<file path="config.mk">
export PLATFORM = sky130hd
export DESIGN_NAME = rob_dispatch_flat
export DESIGN_NICKNAME = d
export VERILOG_FILES = /design/src/rtl/rob_dispatch_if.sv /design/src/rtl/rob_dispatch.sv /design/src/flat_wrapper.sv
export SDC_FILE = /design/constraint.sdc
export NUM_CORES = 1
export LEC_CHECK = 0
export BUFFER_PORTS_ARGS = -buffer_cell sky130_fd_sc_hd__buf_2
export CELL_PAD_IN_SITES_DETAIL_PLACEMENT = 1
export CELL_PAD_IN_SITES_GLOBAL_PLACEMENT = 1
export CORE_MARGIN = 2
export CORE_UTILIZATION = 38
export CTS_BUF_LIST = sky130_fd_sc_hd__clkbuf_4 sky130_fd_sc_hd__clkbuf_8
export CTS_CLUSTER_SIZE = 40
export DETAILED_ROUTE_END_ITERATION = 6
export GPL_ROUTABILITY_DRIVEN = 0
export PLACE_DENSITY = 0.88
export SYNTH_ARGS = -nofsm -noshare
export SYNTH_HDL_FRONTEND = slang
export SYNTH_SLANG_ARGS = --single-unit
</file>
<file path="constraint.sdc">
create_clock -name clk -period 5.6 [get_ports clk]
set_input_delay 0.56 -clock clk [delete_from_list [all_inputs] [get_ports clk]]
set_output_delay 0.56 -clock clk [all_outputs]
set_load 0.005 [all_outputs]
</file>
<file path="src/rtl/rob_dispatch_if.sv">
// Rename -> dispatch -> ROB handshake bundle for the 4-way rob_dispatch block.
interface rob_dispatch_if #(parameter int IDX_W = 7);
  logic             inValid;
  logic [3:0]       inMask;
  logic [19:0]      inArchReg;
  logic [31:0]      inPhysReg;
  logic [43:0]      inOpcode;
  logic             inReady;
  logic [2:0]       numCommited;
  logic             robFull;
  logic             flush;
  logic [IDX_W-1:0] flushTail;
  logic [IDX_W-1:0] robHead;
  logic [3:0]       inserted;
  logic [19:0]      archReg;
  logic [31:0]      physReg;
  logic [43:0]      opcode;
  logic [4*IDX_W-1:0] robIdx;
  logic [3:0]       robIdxValid;
  logic [31:0]      perfStallCycles;

  modport master (
    output inValid, inMask, inArchReg, inPhysReg, inOpcode, numCommited,
           robFull, flush, flushTail, robHead,
    input  inReady, inserted, archReg, physReg, opcode, robIdx, robIdxValid,
           perfStallCycles
  );

  modport slave (
    input  inValid, inMask, inArchReg, inPhysReg, inOpcode, numCommited,
           robFull, flush, flushTail, robHead,
    output inReady, inserted, archReg, physReg, opcode, robIdx, robIdxValid,
           perfStallCycles
  );
endinterface

</file>
<file path="src/rtl/rob_dispatch.sv">
// 4-way dispatch into the ROB: lane compaction, tail allocation, credit-based occupancy.
// Optional stall counter enabled by defining DISPATCH_PERF_EN.
module rob_dispatch #(
  parameter int ROB_DEPTH = 128,
  parameter int IDX_W     = 7,
  parameter int RESERVE   = 2
) (
  input logic         clk,
  input logic         reset,
  rob_dispatch_if.slave bus
);

  localparam int OCC_W = IDX_W + 1;
  localparam int LIMIT = ROB_DEPTH - RESERVE;
  localparam logic [OCC_W:0] LIMIT_V = LIMIT[OCC_W:0];

  function automatic logic [2:0] popcount4(input logic [3:0] m);
    return 3'(m[0]) + 3'(m[1]) + 3'(m[2]) + 3'(m[3]);
  endfunction

  logic [IDX_W-1:0]            tail_r;
  logic [OCC_W-1:0]            occ_r;
  logic [OCC_W-1:0]            occ_nxt_s;
  logic [OCC_W-1:0]            sum_s;
  logic [IDX_W-1:0]            flush_occ_s;
  logic [2:0]                  k_s;
  logic [2:0]                  cnt_s;
  logic                        ready_s;
  logic                        accept_s;
  logic [3:0]                  ins_s;
  logic [3:0][4:0]             arch_s;
  logic [3:0][7:0]             phys_s;
  logic [3:0][10:0]            op_s;
  logic [3:0][IDX_W-1:0]       idx_s;
  logic [3:0]                  ins_r;
  logic [3:0]                  rv_r;
  logic [3:0][4:0]             arch_r;
  logic [3:0][7:0]             phys_r;
  logic [3:0][10:0]            op_r;
  logic [3:0][IDX_W-1:0]       idx_r;

  // Readiness uses registered occupancy only; commits this cycle are credited next cycle.
  always_comb begin
    k_s      = popcount4(bus.inMask);
    ready_s  = !bus.flush && !bus.robFull &&
               (({1'b0, occ_r} + (OCC_W+1)'(k_s)) <= LIMIT_V);
    accept_s = bus.inValid && ready_s;
  end

  assign bus.inReady = ready_s;

  // Compact set lanes toward lane 0 and hand out consecutive tail indices.
  always_comb begin
    arch_s = '0;
    phys_s = '0;
    op_s   = '0;
    idx_s  = '0;
    cnt_s  = 3'd0;
    for (int i = 0; i < 4; i++) begin
      if (bus.inMask[i]) begin
        arch_s[cnt_s[1:0]] = bus.inArchReg[5*i +: 5];
        phys_s[cnt_s[1:0]] = bus.inPhysReg[8*i +: 8];
        op_s[cnt_s[1:0]]   = bus.inOpcode[11*i +: 11];
        idx_s[i]           = tail_r + IDX_W'(cnt_s);
        cnt_s              = cnt_s + 3'd1;
      end else begin
        idx_s[i] = '0;
      end
    end
  end

  // Thermometer insert mask from the group size.
  always_comb begin
    case (k_s)
      3'd0:    ins_s = 4'b0000;
      3'd1:    ins_s = 4'b0001;
      3'd2:    ins_s = 4'b0011;
      3'd3:    ins_s = 4'b0111;
      3'd4:    ins_s = 4'b1111;
      default: ins_s = 4'b0000;
    endcase
  end

  // Next occupancy: flush recomputes from pointers, otherwise add grant, subtract commits (floor 0).
  always_comb begin
    flush_occ_s = bus.flushTail - bus.robHead;
    sum_s       = occ_r + (accept_s ? OCC_W'(k_s) : {OCC_W{1'b0}});
    if (bus.flush) begin
      occ_nxt_s = OCC_W'(flush_occ_s);
    end else if (OCC_W'(bus.numCommited) > sum_s) begin
      occ_nxt_s = {OCC_W{1'b0}};
    end else begin
      occ_nxt_s = sum_s - OCC_W'(bus.numCommited);
    end
  end

  // Tail pointer and occupancy credit.
  always_ff @(posedge clk or negedge reset) begin
    if (!reset) begin
      tail_r <= '0;
      occ_r  <= '0;
    end else begin
      occ_r <= occ_nxt_s;
      if (bus.flush) begin
        tail_r <= bus.flushTail;
      end else if (accept_s) begin
        tail_r <= tail_r + IDX_W'(k_s);
      end else begin
        tail_r <= tail_r;
      end
    end
  end

  // ROB insertion register; data holds when nothing is inserted.
  always_ff @(posedge clk or negedge reset) begin
    if (!reset) begin
      ins_r  <= 4'b0000;
      rv_r   <= 4'b0000;
      arch_r <= '0;
      phys_r <= '0;
      op_r   <= '0;
      idx_r  <= '0;
    end else if (accept_s) begin
      ins_r  <= ins_s;
      rv_r   <= bus.inMask;
      arch_r <= arch_s;
      phys_r <= phys_s;
      op_r   <= op_s;
      idx_r  <= idx_s;
    end else begin
      ins_r  <= 4'b0000;
      rv_r   <= 4'b0000;
    end
  end

  assign bus.inserted    = ins_r;
  assign bus.robIdxValid = rv_r;
  assign bus.archReg     = arch_r;
  assign bus.physReg     = phys_r;
  assign bus.opcode      = op_r;
  assign bus.robIdx      = idx_r;

`ifdef DISPATCH_PERF_EN
  logic [31:0] perf_r;

  // Saturating count of cycles where a group waits for credit or ROB space.
  always_ff @(posedge clk or negedge reset) begin
    if (!reset) begin
      perf_r <= 32'd0;
    end else if (bus.inValid && !ready_s && !bus.flush && (perf_r != 32'hFFFF_FFFF)) begin
      perf_r <= perf_r + 32'd1;
    end else begin
      perf_r <= perf_r;
    end
  end

  assign bus.perfStallCycles = perf_r;
`else
  assign bus.perfStallCycles = 32'd0;
`endif

endmodule

</file>
<file path="src/flat_wrapper.sv">
// flat-port wrapper written by rule: the top's interface ports become plain ports
module rob_dispatch_flat 
#(
  parameter int ROB_DEPTH = 128,
  parameter int IDX_W     = 7,
  parameter int RESERVE   = 2
)
  (clk, reset, bus_inValid, bus_inMask, bus_inArchReg, bus_inPhysReg, bus_inOpcode, bus_numCommited, bus_robFull, bus_flush, bus_flushTail, bus_robHead, bus_inReady, bus_inserted, bus_archReg, bus_physReg, bus_opcode, bus_robIdx, bus_robIdxValid, bus_perfStallCycles);
  rob_dispatch_if #(.IDX_W(IDX_W)) bus_i ();
  input logic clk;
  input logic reset;
  input wire logic [$bits(bus_i.inValid)-1:0] bus_inValid;
  input wire logic [$bits(bus_i.inMask)-1:0] bus_inMask;
  input wire logic [$bits(bus_i.inArchReg)-1:0] bus_inArchReg;
  input wire logic [$bits(bus_i.inPhysReg)-1:0] bus_inPhysReg;
  input wire logic [$bits(bus_i.inOpcode)-1:0] bus_inOpcode;
  input wire logic [$bits(bus_i.numCommited)-1:0] bus_numCommited;
  input wire logic [$bits(bus_i.robFull)-1:0] bus_robFull;
  input wire logic [$bits(bus_i.flush)-1:0] bus_flush;
  input wire logic [$bits(bus_i.flushTail)-1:0] bus_flushTail;
  input wire logic [$bits(bus_i.robHead)-1:0] bus_robHead;
  output wire logic [$bits(bus_i.inReady)-1:0] bus_inReady;
  output wire logic [$bits(bus_i.inserted)-1:0] bus_inserted;
  output wire logic [$bits(bus_i.archReg)-1:0] bus_archReg;
  output wire logic [$bits(bus_i.physReg)-1:0] bus_physReg;
  output wire logic [$bits(bus_i.opcode)-1:0] bus_opcode;
  output wire logic [$bits(bus_i.robIdx)-1:0] bus_robIdx;
  output wire logic [$bits(bus_i.robIdxValid)-1:0] bus_robIdxValid;
  output wire logic [$bits(bus_i.perfStallCycles)-1:0] bus_perfStallCycles;
  assign bus_i.inValid = bus_inValid;
  assign bus_i.inMask = bus_inMask;
  assign bus_i.inArchReg = bus_inArchReg;
  assign bus_i.inPhysReg = bus_inPhysReg;
  assign bus_i.inOpcode = bus_inOpcode;
  assign bus_i.numCommited = bus_numCommited;
  assign bus_i.robFull = bus_robFull;
  assign bus_i.flush = bus_flush;
  assign bus_i.flushTail = bus_flushTail;
  assign bus_i.robHead = bus_robHead;
  assign bus_inReady = bus_i.inReady;
  assign bus_inserted = bus_i.inserted;
  assign bus_archReg = bus_i.archReg;
  assign bus_physReg = bus_i.physReg;
  assign bus_opcode = bus_i.opcode;
  assign bus_robIdx = bus_i.robIdx;
  assign bus_robIdxValid = bus_i.robIdxValid;
  assign bus_perfStallCycles = bus_i.perfStallCycles;
  rob_dispatch #(.ROB_DEPTH(ROB_DEPTH), .IDX_W(IDX_W), .RESERVE(RESERVE)) u_core (.clk(clk), .reset(reset), .bus(bus_i));
endmodule
</file>
### Yosys cells after proc, flatten, opt, wreduce, memory -nomap -nowiden

Cells that the tools add are included.

* bits in registers: 147
* input bits: 122
* output and inout port bits: 165
* logic and storage cells: 108

* $add $sub $neg: 13
* magnitude comparators: 8
* equality and inequality tests: 4
* mux-type cells: 54
* reduce and logical (&&, ||, !) cells: 9

Operator list (count)
* $bwmux W44: 3
* $mux W44: 3
* $bwmux W32: 3
* $mux W32: 3
* $demux W11 S2: 3
* $bwmux W20: 3
* $mux W20: 3
* $demux W8 S2: 3
* $mux W8: 6
* $mux W11: 4
* $mux W7: 6
* $demux W5 S2: 3
* $add A7 B3 Y7: 3
* $mux W5: 4
* $pmux W4 S4: 1
* $add A8 B3 Y9: 1
* $le A9 B7 Y1 const B: 1
* $mux W3: 3
* $add A8 B8 Y8: 1
* $gt A3 B8 Y1: 1
* $mux W4: 2
* $sub A8 B3 Y8: 1
* $add A7 B1 Y7: 1
* $sub A7 B7 Y7: 1
* other kinds (15): 25

### Longest topological paths before layout

* depth in word-level cells: 12
* depth in mapped cells: 26
* gate-level depth less buffers: 22

### Worst setup path before layout

OpenSTA, ideal clock, no wires.

* kind: input-to-reg
* start: input port bus_inMask[1]
* end: register u_core.occ_r[5]
* setup time: 0.084 ns
* arrival time: 5.870 ns
* required time: 5.516 ns
* setup slack: -0.354 ns
* stages on the path: 26
* buffers on the path: 4
* path through: clkinv_1 ha_1 inv_1 fa_1 inv_1 ha_1 fa_1 and2_0 o211ai_1 o2bb2a_1 o2111ai_1 buf_4 buf_6 buf_6 buf_2 nor2_1 ha_1 fa_1 xor2_1 ha_1 o21ai_0 a211o_1 nand3_1 xnor2_1 or3_1 o21ai_0

* word-level cells in the longest chain between the ends: 12
* elaborated cells between the ends (all ways): 13
* classes of those cells: add/sub: 6; order compare: 2; mux: 3; reduce/logical: 2

RTL lines
* start: declaration: line flat_wrapper.sv:13 `input wire logic [$bits(bus_i.inMask)-1:0] bus_inMask;`
* $add A1 B1 Y2 (*): line rob_dispatch.sv:18 `return 3'(m[0]) + 3'(m[1]) + 3'(m[2]) + 3'(m[3]);`
* $add A3 B1 Y3 (*) (2 in series): line rob_dispatch.sv:18
* $add A8 B3 Y9: line rob_dispatch.sv:46 `(({1'b0, occ_r} + (OCC_W+1)'(k_s)) <= LIMIT_V);`
* $le A9 B7 Y1: line rob_dispatch.sv:46
* $logic_and A1 B1 Y1: line rob_dispatch.sv:45 `ready_s = !bus.flush && !bus.robFull &&`
* $logic_and A1 B1 Y1: line rob_dispatch.sv:47 `accept_s = bus.inValid && ready_s;`
* $mux W3 (*): line rob_dispatch.sv:87 `sum_s = occ_r + (accept_s ? OCC_W'(k_s) : {OCC_W{1'b0}});`
* $add A8 B8 Y8 (*): line rob_dispatch.sv:87
* $sub A8 B3 Y8 / $gt A3 B8 Y1 (equally long branches): line rob_dispatch.sv:93, rob_dispatch.sv:90
* $mux W8 (*): line rob_dispatch.sv:90 `end else if (OCC_W'(bus.numCommited) > sum_s) begin`
* $mux W8 (*): line rob_dispatch.sv:88 `if (bus.flush) begin`
* net u_core.occ_nxt_s[5]: line rob_dispatch.sv:23 `logic [OCC_W-1:0] occ_nxt_s;`
* end signal: assignment: line rob_dispatch.sv:103 `occ_r <= occ_nxt_s;`
* end: declaration: line rob_dispatch.sv:22 `logic [OCC_W-1:0] occ_r;`

Mark *: on every way through the listed nets, which the timed path passes. The rest lies on a longest branch.
A chain may end at the register's enable or synchronous reset.

### Worst setup path after layout

* start: input port bus_inMask[1]
* end: register u_core.occ_r[6]

Same word-level chain as after synthesis.

==> impl_metrics.csv <==
group,metric,value,unit
status,outcome,"finished, final reports clean",
sta,rsz0062_at_grt,"false",
floorplanning,die_area,24200,sq um
logic_synthesis,yosys.area.top_type,"dfrtp_1",
sta,finalMaxSlewViolations,0,
cells_and_area,final-seq-area,3680,sq um
logic_synthesis,syn_avg_cell_area,8.60,sq um
worst_setup_path,regToRegEndpoint,"u_core.occ_r[6]$_DFF_PN0_",
grt,groute.usage.overall,0.265,
worst_setup_path,end_kind,"flip-flop",
placed_design,post-place-ws,-0.217,ns
floorplanning,pin_count,287,
logic_synthesis,async_reset_ff_frac,1.00,
clocking,cts_buffers,17,
worst_setup_path,arrival,5.74,ns
cells_and_area,drive_above_1_share,0.268,
sta,period_share,0.966,
drt,routed_via_density,5.60,
floorplanning,fp.dieH,156,microns
worst_setup_path,reg2reg_slack,1.16,ns
grt,grt-ovfl-total,0,
drt,final_antenna_net_count,0,
sta,post-route-worst-setup-slack,0.191,ns
floorplanning,die_w,156,microns
floorplanning,core,22600,sq um
logic_synthesis,synth_top_area_frac,0.421,
drt,vias,8577,
logic_synthesis,seq_area_frac_synth,0.421,
clocking,max-clock-path-buffers,2,
grt,grt_pass1_vias,9056,
grt,grt_max_degree,261,
sta,skew,0.0146,ns
power,powerDensity,339,nW/um^2
sta,relSlewSlack,0.188,
drt,drt_iter0_markers,460,
power,power,0.00358,W
worst_setup_path,reg2reg_from,"u_core.occ_r[0]$_DFF_PN0_",
cells_and_area,multi_input_area,4540,sq um
drt,wl,31.9,mm
worst_setup_path,cp_max_fo,5,
clocking,cts_tree,"done",
clocking,clock-sinks,147,
sta,tightestPinTransition,1.22,ns
clocking,clk_pin_slew,0.09,ns
power,irDropWorstVdd,0.183,mV
cells_and_area,nets,1391,
sta,period_needed,5.41,ns
sta,setup_viol,0,
cells_and_area,fill_cells,2779,
cells_and_area,final_util,0.468,
drt,wl_per_cell,20.8,microns
grt,antenna_found_initial,2,
cells_and_area,areaGrowthSynthToFinish,21.0,%
logic_synthesis,yosysUniqueCellTypes,53,
min_path,min_path_type,"input pin to async pin",
job,maxCapViolCount,0,
worst_setup_path,worstSetupStartpointType,"input pin",
logic_synthesis,ys_warn_count,0,
grt,grt_pass1_wl,50.0,mm
drt,drc_errors,0,
clocking,clk_latency,0.46,ns
clocking,htreeDepth,4,
floorplanning,start_util,0.387,
sta,hold_violations,0,
cells_and_area,num_antenna_cells,0,
power,leakage,5.27,nW
placed_design,dp_hpwl,22.5,mm
logic_synthesis,syn_inst,1015,
logic_synthesis,yosys-top-cells-area,"dfrtp_1, nand2_1, o21ai_0",
sta,fmax,185,MHz
logic_synthesis,ys.flop_type,"dfrtp_1",
logic_synthesis,synth_edf_count,0,
cells_and_area,final_cell_mix,"buf_2, nand2_1, dfrtp_1, o21ai_0, a21oi_1",
sta,holdWs,0.209,ns
clocking,clockRootBuffer,"clkbuf_8",
cells_and_area,final_common_cell,"buf_2",
logic_synthesis,syn-cell-area,8730,sq um
drt,first_pass_iters,5,
placed_design,numPortBuffers,254,
sta,setup-tns-final,0,ns
worst_setup_path,reg2regPathDepth,16,
worst_setup_path,critical_path_class,"input pin to flip-flop",
logic_synthesis,ys_ff_latch,147,
floorplanning,fp-row-count,55,
worst_setup_path,cp.required,5.93,ns
[through the flow]
step / instances / area, sq um
3_3_place_gp: 1500 / 10100
5_1_grt: 1532 / 10600
3_5_place_dp: 1500 / 10100
4_1_cts: 1532 / 10600
6_report: 1532 / 10600
2_1_floorplan: 1046 / 8920
[flip-flops by register name, summed over array words and instances (netlist names)]
name	cells
u_core.occ_r	8
u_core.tail_r	7
u_core.bus.opcode	44
u_core.bus.inserted	4
u_core.bus.robIdx	28
u_core.bus.robIdxValid	4
u_core.bus.archReg	20
u_core.bus.physReg	32
[power by group]
| group | switching, W | total [W] | internal, W |
|---|---|---|---|
| Combinational | 0.000678 | 0.00117 | 0.000490 |
| Clock | 0.000454 | 0.000934 | 0.000480 |
| Sequential | 0.000197 | 0.00148 | 0.00129 |
| Total | 0.00133 | 0.00358 | 0.00225 |
[cell families after synthesis]
group | after synthesis | share of synthesized area
flip-flops | 147 | 0.421
AO/OA/AOI/OAI | 324 | 0.224
multiplexers | 7 | 0.00874
other | 1 | 0.000430
adder cells (fa/ha/maj) | 35 | 0.0571
XOR/XNOR | 39 | 0.0391
buffers and inverters | 134 | 0.0840
AND/OR/NAND/NOR | 328 | 0.165
[critical path: stages]
cell and delay [ns]:
buf_2 0.15, clkinv_4 0.07, ha_4 0.28, inv_1 0.09, fa_1 0.62, inv_2 0.09
ha_2 0.21, fa_1 0.52, and2_1 0.20, o211ai_1 0.11, o2bb2a_2 0.31, o2111ai_4 0.28
nor2_1 0.09, ha_2 0.19, fa_2 0.39, xor2_1 0.18, ha_1 0.37, a21oi_2 0.21
nand2b_1 0.18, or3_1 0.35, a31oi_1 0.17, a22oi_1 0.10
[Yosys cell counts, types with 13 or more instances]
library cell,n
nand2_1,157
dfrtp_1,147
o21ai_0,100
a21oi_1,84
nor2_1,82
clkbuf_1,50
a22oi_1,49
buf_4,33
and3_1,27
ha_1,27
inv_1,27
nor3_1,27
a221oi_1,25
o21ai_1,24
xnor2_1,23
o31ai_1,20
xor2_1,16
buf_6,13
[timing repair]
item,CTS,global route
hold endpoints to repair,0,0
hold buffers,0,0
setup endpoints to repair,0,1
gates resized for setup,0,0
buffers inserted,0,0
[final cells by class]
class / instances / share of cell area
Multi-Input combinational cell: 765 / 0.430
Clock inverter: 12 / 0.0160
Sequential cell: 147 / 0.348
Tap cell: 285 / 0.0338
Clock buffer: 20 / 0.0255
Inverter: 30 / 0.0111
Timing Repair Buffer: 273 / 0.136
[worst max-delay path by stage]
stage,startpoint,end,slack (ns),depth (start not counted)
after floorplan,bus_inMask[0],u_core.occ_r[6]$_DFF_PN0_,0.02,25
after global placement,bus_inMask[1],u_core.occ_r[6]$_DFF_PN0_,0.06,22
after detailed placement,bus_inMask[1],u_core.occ_r[6]$_DFF_PN0_,-0.22,22
after CTS,bus_inMask[1],u_core.occ_r[6]$_DFF_PN0_,0.26,22
after global routing,bus_inMask[1],u_core.occ_r[7]$_DFF_PN0_,0.01,23
final,bus_inMask[1],u_core.occ_r[6]$_DFF_PN0_,0.19,22
[layer usage]
metal / wire length [microns] / track usage / up-vias
li1: - / - / 3932
met2: 15700 / 0.452 / 324
met5: 12 / 0 / -
met4: 1080 / 0.115 / 2
met3: 1840 / 0.0483 / 70
met1: 13300 / 0.331 / 4249
No activity file was read; power rests on OpenSTA's default activity.
